<file path="src/rtl/instruction_cache_controller.sv">
// Direct-mapped read-only instruction cache (2**SET_BITS lines x 128 bits) refilled over a READ/BUSYWAIT block handshake.
// Optional feature macro: ICACHE_PERF_CNT_EN adds hit_count / miss_count performance counters.
module instruction_cache_controller #(
    parameter int SET_BITS = 3
) (
    input  logic         clk,
    input  logic         reset,
    input  logic         read,
    input  logic [31:0]  address,
    output logic [31:0]  readdata,
    output logic         busywait,
    output logic         mem_read,
    output logic [27:0]  mem_address,
    input  logic [127:0] mem_readdata,
    input  logic         mem_busywait
`ifdef ICACHE_PERF_CNT_EN
    ,
    output logic [31:0]  hit_count,
    output logic [31:0]  miss_count
`endif
);
    localparam int TAG_BITS = 28 - SET_BITS;
    localparam int LINES    = 1 << SET_BITS;

    typedef enum logic [1:0] {S_IDLE, S_MEM_READ, S_UPDATE} state_t;
    state_t state_reg, state_next;

    logic [LINES-1:0]    valid_reg;
    logic [TAG_BITS-1:0] tag_reg  [LINES];
    logic [127:0]        data_reg [LINES];
    logic [127:0]        fill_reg;
    logic [31:0]         readdata_reg;

    logic [1:0]          offset;
    logic [SET_BITS-1:0] index;
    logic [TAG_BITS-1:0] tag;
    logic [31:0]         line_words [4];
    logic                hit;
    logic                fill_capture;
    logic                line_write;

    assign offset = address[3:2];
    assign index  = address[4+SET_BITS-1:4];
    assign tag    = address[31:4+SET_BITS];

    // Lines are read combinationally so a hit returns in the same cycle.
    genvar gi;
    generate
        for (gi = 0; gi < 4; gi++) begin : g_words
            assign line_words[gi] = data_reg[index][32*gi +: 32];
        end
    endgenerate

    assign hit          = (state_reg == S_IDLE) && read && !reset &&
                          valid_reg[index] && (tag_reg[index] == tag);
    assign fill_capture = (state_reg == S_MEM_READ) && !mem_busywait && !reset;
    assign line_write   = (state_reg == S_UPDATE) && !reset;
    assign readdata     = hit ? line_words[offset] : readdata_reg;

    always_comb begin
        state_next  = state_reg;
        busywait    = 1'b0;
        mem_read    = 1'b0;
        mem_address = '0;
        case (state_reg)
            S_IDLE: begin
                if (read && !hit) begin
                    busywait   = 1'b1;
                    state_next = S_MEM_READ;
                end
            end
            S_MEM_READ: begin
                busywait    = 1'b1;
                mem_read    = 1'b1;
                mem_address = address[31:4];
                if (!mem_busywait) state_next = S_UPDATE;
            end
            S_UPDATE: begin
                busywait   = 1'b1;
                state_next = S_IDLE;
            end
            default: state_next = S_IDLE;
        endcase
        // Reset silences the memory side immediately and abandons any refill.
        if (reset) begin
            busywait    = 1'b0;
            mem_read    = 1'b0;
            mem_address = '0;
            state_next  = S_IDLE;
        end
    end

    always_ff @(posedge clk) begin
        if (reset) begin
            state_reg    <= S_IDLE;
            valid_reg    <= '0;
            readdata_reg <= '0;
        end else begin
            state_reg <= state_next;
            if (hit)        readdata_reg     <= line_words[offset];
            if (line_write) valid_reg[index] <= 1'b1;
        end
    end

    // Tag/data storage carries no reset; valid_reg alone qualifies it.
    always_ff @(posedge clk) begin
        if (fill_capture) fill_reg <= mem_readdata;
        if (line_write) begin
            tag_reg[index]  <= tag;
            data_reg[index] <= fill_reg;
        end
    end

`ifdef ICACHE_PERF_CNT_EN
    logic [31:0] hit_count_reg;
    logic [31:0] miss_count_reg;

    always_ff @(posedge clk) begin
        if (reset) begin
            hit_count_reg  <= '0;
            miss_count_reg <= '0;
        end else begin
            if (hit) hit_count_reg <= hit_count_reg + 32'd1;
            if ((state_reg == S_IDLE) && (state_next == S_MEM_READ))
                miss_count_reg <= miss_count_reg + 32'd1;
        end
    end

    assign hit_count  = hit_count_reg;
    assign miss_count = miss_count_reg;
`endif

endmodule

</file>
<file path="config.mk">
export PLATFORM = sky130hd
export DESIGN_NAME = instruction_cache_controller
export DESIGN_NICKNAME = d
export VERILOG_FILES = /design/src/rtl/instruction_cache_controller.sv
export SDC_FILE = /design/constraint.sdc
export NUM_CORES = 1
export LEC_CHECK = 0
export CAP_MARGIN = 0
export CORE_MARGIN = 2
export CORE_UTILIZATION = 54
export CTS_CLUSTER_SIZE = 30
export DETAILED_ROUTE_END_ITERATION = 6
export PLACE_DENSITY = 0.75
export REMOVE_ABC_BUFFERS = 1
export SLEW_MARGIN = 5
export SYNTH_ARGS = -nofsm -noshare
export SYNTH_HDL_FRONTEND = slang
export SYNTH_SLANG_ARGS = --single-unit
</file>
<file path="constraint.sdc">
create_clock -name clk -period 16.2 [get_ports clk]
set_input_delay 3.24 -clock clk [delete_from_list [all_inputs] [get_ports clk]]
set_output_delay 3.24 -clock clk [all_outputs]
set_load 0.01 [all_outputs]
</file>
* Word level (Yosys, flattened, before mapping) *
Memories as Yosys holds them, arrays and structs flattened.
Index checks and enable logic that the tools add are counted.

word-level totals
  register bits after elaboration = 170
  bits in writable memories = 1,224
  bits of input ports = 164
  output and inout bits = 62
  word-level logic and storage cells = 51
  memories = 2

memory list
  memory    words  bits a word  read ports  clocked after Yosys merged registers in  wr ports  line  source
  data_reg  8      128          1           0                                        1         30    logic [127:0] data_reg [LINES];
  tag_reg   8      25           1           0                                        1         29    logic [TAG_BITS-1:0] tag_reg [LINES];

operators by class
  order comparisons = 3
  equal/unequal tests = 5
  mux-type cells = 20
  bitwise logic cells = 2
  reductions and logical operators = 15

operator list
  cell                  number
  $mux W32              3
  $bmux W32 S2          1
  $mux W28              2
  $eq A25 B25 Y1        1
  $logic_and A1 B1 Y1   9
  $mux W1               8
  $or A8 B8 Y8          1
  $lt A3 B4 Y1 const B  1
  $mux W2               2
  $pmux W2 S2           1
  $bmux W1 S3           1
  $demux W1 S3          1
  $ge A3 B1 Y1 const B  1
  $ge A3 B3 Y1 const B  1
  $logic_not A1 Y1      3
  $not A2 Y3            1
  $eq A2 B1 Y1 const B  1
  $eq A2 B2 Y1 const B  1
  $logic_not A2 Y1      1
  $ne A2 B1 Y1 const B  1
  $ne A2 B2 Y1 const B  1
  $pmux W1 S2           1
  $reduce_and A2 Y1     1
  $reduce_or A2 Y1      1

* Longest topological paths before layout *
Gate-level depths: netlist of the first run.

  depth in word-level cells = 10
  gate-level depth with buffers = 16
  depth with buffers taken out = 10

* Worst setup path after synthesis of the first run *
OpenSTA, ideal clock, no wires.

  path type = input port to flip-flop
  from = input address[4]
  to = memory data_reg[0][0] (enable)
  library setup time = 0.855 ns
  arrival time = 15.188 ns
  data required time = 15.345 ns
  setup slack = 0.157 ns
  stages on the path = 10
  buffers on the path = 9
  cell sequence = buf_2 -> buf_4 -> buf_4 -> buf_2 -> buf_4 -> buf_2 -> buf_4 -> buf_4 -> buf_2 -> nor3_1

RTL lines
  what                line  source
  start: declaration  9     input logic [31:0] address,
  end: declaration    30

Straight into the memory's write port.

* Worst setup path in the final report of the first run *
  from = input address[5]
  to = output readdata[10]

between the ends
  longest elaborated chain between the ends = 5
  elaborated cells between the ends (all ways) = 11
  those cells by class = eq/ne (1); mux (6); reduce/logical (2); memory (2)

RTL lines
  what                                                                   line    source
  $mem_v2 Z8 W128 or $bmux W1 S3 (tied branches)                         --
  $bmux W32 S2 or $mux W1 (tied branches)                                58, 55
  $mux W32 (not written as such) or $logic_and A1 B1 Y1 (tied branches)  58, 54
  $mux W32 (not written as such) or $logic_and A1 B1 Y1 (tied branches)  58, 55
  $mux W32 *                                                             --
  end: declaration                                                       10      output logic [31:0] readdata,

Every way passes the cells marked *; elsewhere a longest branch is shown, timed or not. The select of a mux whose other input is x is not followed.

==> metrics, run 1 <==
ANT cells 0; crit path cell chain buf_8 > buf_4 > nor2b_4 > buf_4 > a221oi_1 > xnor2_1 > nand4_1 > nor4_4 > buf_4 > mux2i_1 > clkdlybuf4s50_1; count of cell types in the netlist 65; Detail Route Antenna Nets 0; chip height around 320 microns; PwrDens between 100 and 150 mW/mm^2; Cells on Worst Hold Path 1; final worst hold slack 0.466 ns; slew margin rel. 21.4%; row cnt between 100 and 150; startpoint types input port; Vias/cell between 6 and 7; Synth top cells by count 1352 x edfxtp_1, 214 x mux2i_1, 140 x a21oi_1, 115 x o21ai_0, 100 x clkbuf_1; final setup fails 0; Num CTS Buffers 140; Skew-Pair Late Insertion Delay around 0.76 ns; Tmin final about 12 ns; Post-synth EDFFs about 1400; crit-path max FO 89; post-layout util a little over three fifths; Max stage delay cell, worst path buf_4; pre-CTS setup slack between 4 and 5 ns; worst path required time between 10 and 15 ns; setup bufs post-CTS 0; drt drc 0; Cells after Synth between 2000 and 3000; chip width 317 microns; Synth-to-Final Area Change 15.1%; Routed WL per cell roughly 29 microns; Worst path max stage delay 0.82 ns; nets between 3000 and 4000; Crit. End Element primary output; share of layout cells above drive strength 1 between 10% and 20%; Crit Reg-Reg Startpoint state_reg[0]; vias in the first global route between 20000 and 30000; HP Class reg -> reg; reg2reg end data_reg[2][7]; CP arrival 8.78 ns; CTS clk-pin slew, worst paths 0.06 ns; largest cells by area after synthesis edfxtp_1 77%, mux2i_1 4.0%, mux4_2 2.7%; mapped cell area 0.0530 sq mm; Crit path top cell by count buf_4; share of the synthesized area in the top cell type 76.6%; count leader, synth edfxtp_1; Worst Path Buf+Inv 5; setup_tns 0 ns; period utilization about 74%; yosys warns 0; gr usage total between 20 and 30%; Detail Placement HPWL ~66 mm; Least-Margin Pin Slew 1.18 ns; Resized Gates After CTS 0; Clock Skews 0.0282 ns; stages on the worst setup path 11; largest net degree at the start of global routing 125; Most used DFF post-synth edfxtp_1; crit path to readdata[10]; antenna violations before repair 2; grt ovf 0; Slew Limit Fails 0; FMAX 83.2 MHz; FF+latch count, synth between 1000 and 1500; hold_buf cts 0; clk buf depth 3; R2R depth 6; sequential-to-total area share from yosys stat roughly 80%; final hold vios 0; gpl congestion roughly 0.77; worst vdd ir 0.108 mV; Detailed Route WL ~130 mm; Pleak 19.9 nW; CP delay by family, top buffers and inverters; clk root buf clkbuf_16; first-pass GRT wire length roughly 190 mm; setup ws final between 4 and 5 ns; die area between 0.1 and 0.15 sq mm; FF-to-FF setup slack 12.81 ns; IO Pins 226; min-delay src valid_reg[6]; RSZ-0062 raised after global routing false; routed vias 29021; area leader, netlist edfxtp_1; Starting Density between 50% and 60%; Clock H-tree levels 4; clk sinks between 1000 and 1500; syn avg cell area about 18 sq um; max reg flops approximately 1000; CTS tree done; # port buffers 223; DR iter-0 viols around 3500; max_cap viols 0; Critical Path Start address[5]; status finished clean; asr flop ratio synth 0%; core footprint approximately 0.097 sq mm; First-pass DRT Iterations 6; kind of critical path in -> out
## layout make-up
class | instances | area [sq um]
timing repair buffer | 276 | 2710
sequential | 1394 | 41400
fill | 6533 | 36000
clock buffer | 182 | 3710
inverter | 21 | 82.6
multi-input combinational | 1322 | 10800
clock inverter | 71 | 657
tap | 1276 | 1600
## placed cells by master, fill, tap and decap left out, drive strengths merged, types with 17 or more instances in the layout
cell type	count
mux2	108
inv	29
a211oi	17
o21ai	115
a22oi	89
clkinv	52
mux4	64
a221oi	73
and3	20
a21oi	140
clkbuf	182
dfxtp	42
nand2	97
edfxtp	1352
buf	58
mux2i	214
clkdlybuf4s50	218
and2	64
nor2	87
a221o	30
## worst min path at each step
| stage | end | slack, ns |
|---|---|---|
| floorplan | valid_reg[0] | 0.43 |
| global placement | valid_reg[1] | 0.43 |
| detailed placement | valid_reg[5] | 0.44 |
| CTS | valid_reg[6] | 0.47 |
| global route | valid_reg[2] | 0.49 |
| finish | valid_reg[6] | 0.47 |
## power by group
part	total (W)	internal, W	switching (W)
sequential	0.00397	0.00395	0.0000190
clock	0.00309	0.00176	0.00133
combinational	0.000354	0.000137	0.000217
## layer usage
layer / GRT usage (%) / up-vias / wire (microns)
met5: 0 / - / 0
met4: 9.86 / 0 / 4310
met3: 4.87 / 272 / 12600
met2: 43.0 / 1705 / 63900
met1: 34.3 / 14801 / 49200
li1: - / 12243 / -
## cells by family (layout without fill, tap and decap cells)
logic type / Yosys count / count (layout) / share of synthesized area [%]
multiplexers: 386 / 386 / 9.15
AO/OA/AOI/OAI: 603 / 603 / 7.79
adder cells (fa/ha/maj): 5 / 5 / 0.118
AND/OR/NAND/NOR: 321 / 321 / 2.95
buffers and inverters: 196 / 550 / 1.71
XOR/XNOR: 7 / 7 / 0.116
flip-flops: 1394 / 1394 / 78.2
## worst register-to-register path, cell delays in order (launching register included)
cell	delay (ns)
dfxtp_1	0.34
inv_1	0.12
ha_1	0.37
nand2_1	0.26
nor2_4	0.17
buf_4	0.69
buf_4	0.98
## through the flow
step	instances	power [W]	area, sq um
3_3_place_gp	4289	0.00439	56600
2_1_floorplan	2737	0.00420	52200
3_5_place_dp	4289	0.00440	56600
5_1_grt	4542	0.00761	61000
6_report	4542	0.00741	61000
4_1_cts	4542	0.00745	61000
Note: power is estimated with default switching activity, not from simulation.
==> run 2, diff against run 1 <==
--- a/config.mk
+++ b/config.mk
@@ -7,10 +7,10 @@
 export LEC_CHECK = 0
 export CAP_MARGIN = 0
 export CORE_MARGIN = 2
-export CORE_UTILIZATION = 54
+export CORE_UTILIZATION = 55
 export CTS_CLUSTER_SIZE = 30
 export DETAILED_ROUTE_END_ITERATION = 6
-export PLACE_DENSITY = 0.75
+export PLACE_DENSITY = 0.73
 export REMOVE_ABC_BUFFERS = 1
 export SLEW_MARGIN = 5
 export SYNTH_ARGS = -nofsm -noshare
==> constraint.sdc (replaced) <==
create_clock -name clk -period 12.3 [get_ports clk]
set_input_delay 2.46 -clock clk [delete_from_list [all_inputs] [get_ports clk]]
set_output_delay 2.46 -clock clk [all_outputs]
set_load 0.01 [all_outputs]
==> metrics, run 2 (synthesis results as in run 1) <==
status finished clean; CTS tree done; max reg flops just over 1000; reg2reg end data_reg[6][103]; Clock H-tree levels 4; clk buf depth 3; First-pass DRT Iterations 5; commonest non-fill, non-tap cell in the layout edfxtp_1; CP delay by family, top buffers and inverters; chip height between 300 and 400 microns; gr usage total between 20% and 30%; post-layout util 64.2%; final setup fails 0; Vias/cell 6.46; Worst path max stage delay 0.72 ns; placed insts about 4300; CTS clk-pin slew, worst paths ~0.060 ns; Detail Placement HPWL approximately 67 mm; Crit. End Element primary output; # port buffers ~220; crit path cell chain buf_8 > buf_4 > nand2_1 > o22ai_1 > o31ai_1 > a21oi_1 > nand4_1 > nor4_4 > buf_4 > mux2i_1 > clkdlybuf4s50_1; Final Total Pwr between 0.009 and 0.01 W; first-pass GRT wire length 191 mm; WHS Endpoint valid_reg[5]; largest net degree at the start of global routing approximately 130; Detail Route Antenna Nets 0; CP arrival 7.28 ns; row cnt about 110; Detailed Route WL 132 mm; grt ovf 0; vias in the first global route 29506; nets between 3000 and 4000; Crit Reg-Reg Startpoint state_reg[0]; Pleak roughly 20 nW; Crit path top cell by count buf_4; Routed WL per cell just under 30 microns; FF-to-FF setup slack between 8 and 9 ns; RSZ-0062 raised after global routing false; Slew Limit Fails 0; IO Pins around 230; Final Non-Filler Cells between 4000 and 5000; Skew-Pair Late Insertion Delay around 0.76 ns; clk sinks approximately 1400; antenna violations before repair 3; setup bufs post-CTS 0; most frequent cells in the layout 1352 x edfxtp_1, 218 x clkdlybuf4s50_1, 214 x mux2i_1; die area 0.0989 sq mm; # fillers approximately 6400; pre-CTS setup slack 2.53 ns; Num CTS Buffers around 140; crit-path max FO a little under 60; startpoint types input port; final instance area 0.0612 sq mm; clk root buf clkbuf_16; final hold vios 0; slew margin rel. between 10% and 20%; multi-input logic area ~0.011 sq mm; FMAX ~100 MHz; routed vias approximately 29000; Worst Path Buf+Inv 4; Least-Margin Pin Slew around 1.3 ns; Resized Gates After CTS 0; setup ws final about 2.6 ns; Max stage delay cell, worst path buf_4; Tmin final around 9.7 ns; area occupied by registers about 0.041 sq mm; HP Class reg -> reg; DR iter-0 viols roughly 3600; Clock Skews approximately 0.027 ns; core footprint 0.0953 sq mm; max_cap viols 0; min-delay src valid_reg[5]; gpl congestion 0.771; drt drc 0; Cells on Worst Hold Path 1; Post-DP Area roughly 0.057 sq mm; kind of critical path in -> out; period utilization between 70 and 80%; Starting Density between 50% and 60%; hold_buf cts 0; share of layout cells above drive strength 1 between 10% and 20%; Synth-to-Final Area Change 15.4%; PwrDens between 150 and 200 mW/mm^2; chip width 314 microns; worst vdd ir 0.132 mV; worst path required time about 10 ns; R2R depth 6
run 2: changes by cell type in the layout (fill, tap and decap cells not counted), moves of 3 or more:
cell,delta
clkinv_2,+7
clkbuf_1,-13
clkinv_1,+5
buf_4,+5
clkbuf_8,+3
bufinv_16,+6
run 2: how the worst max path moves through the flow:
stage / slack [ns] / cells after the start / endpoint / start
2_1_floorplan: -2.08 / 3 / data_reg[0][0] / reset
3_3_place_gp: 2.67 / 11 / readdata[16] / address[5]
3_5_place_dp: 2.53 / 11 / readdata[16] / address[5]
4_1_cts: 2.51 / 11 / readdata[16] / address[5]
5_1_grt: 2.31 / 11 / readdata[16] / address[5]
6_report: 2.56 / 11 / readdata[16] / address[5]
run 2: area by class of cell:
type	instances	share of cell area, %
inverters	21	0.135
flip-flops and latches	1394	67.7
clock inverters	86	1.44
clock buffers	170	5.98
diodes	2	0.00818
repair buffers	279	4.43
well taps	1265	2.59
multi-input cells	1322	17.7
run 2: power breakdown:
part	internal [W]	total, W	switching, W
clock network	0.00243	0.00419	0.00176
registers	0.00521	0.00523	0.0000249
logic	0.000180	0.000467	0.000287
run 2: stage by stage:
| stage | TNS [ns] | hold WS (ns) |
|---|---|---|
| after floorplan | -958.64 | 0.426 |
| after global placement | 0 | 0.432 |
| after detailed placement | 0 | 0.440 |
| after CTS | 0 | 0.457 |
| after global routing | 0 | 0.467 |
| final | 0 | 0.460 |
run 2: worst reg2reg max path: stages, from the launching register on:
cell and delay [ns]:
dfxtp_1 0.35, inv_1 0.12, ha_1 0.42, nand2_1 0.32
nor3_2 0.79, buf_4 0.93, buf_4 0.76
run 2: per-layer routing:
| layer | GRT usage [%] | wire length (microns) | vias up |
|---|---|---|---|
| li1 | - | - | 12265 |
| met1 | 36.0 | 49800 | 14868 |
| met2 | 43.6 | 64000 | 1907 |
| met3 | 5.42 | 13900 | 274 |
| met4 | 8.96 | 3790 | 2 |
| met5 | 0 | 13 | - |
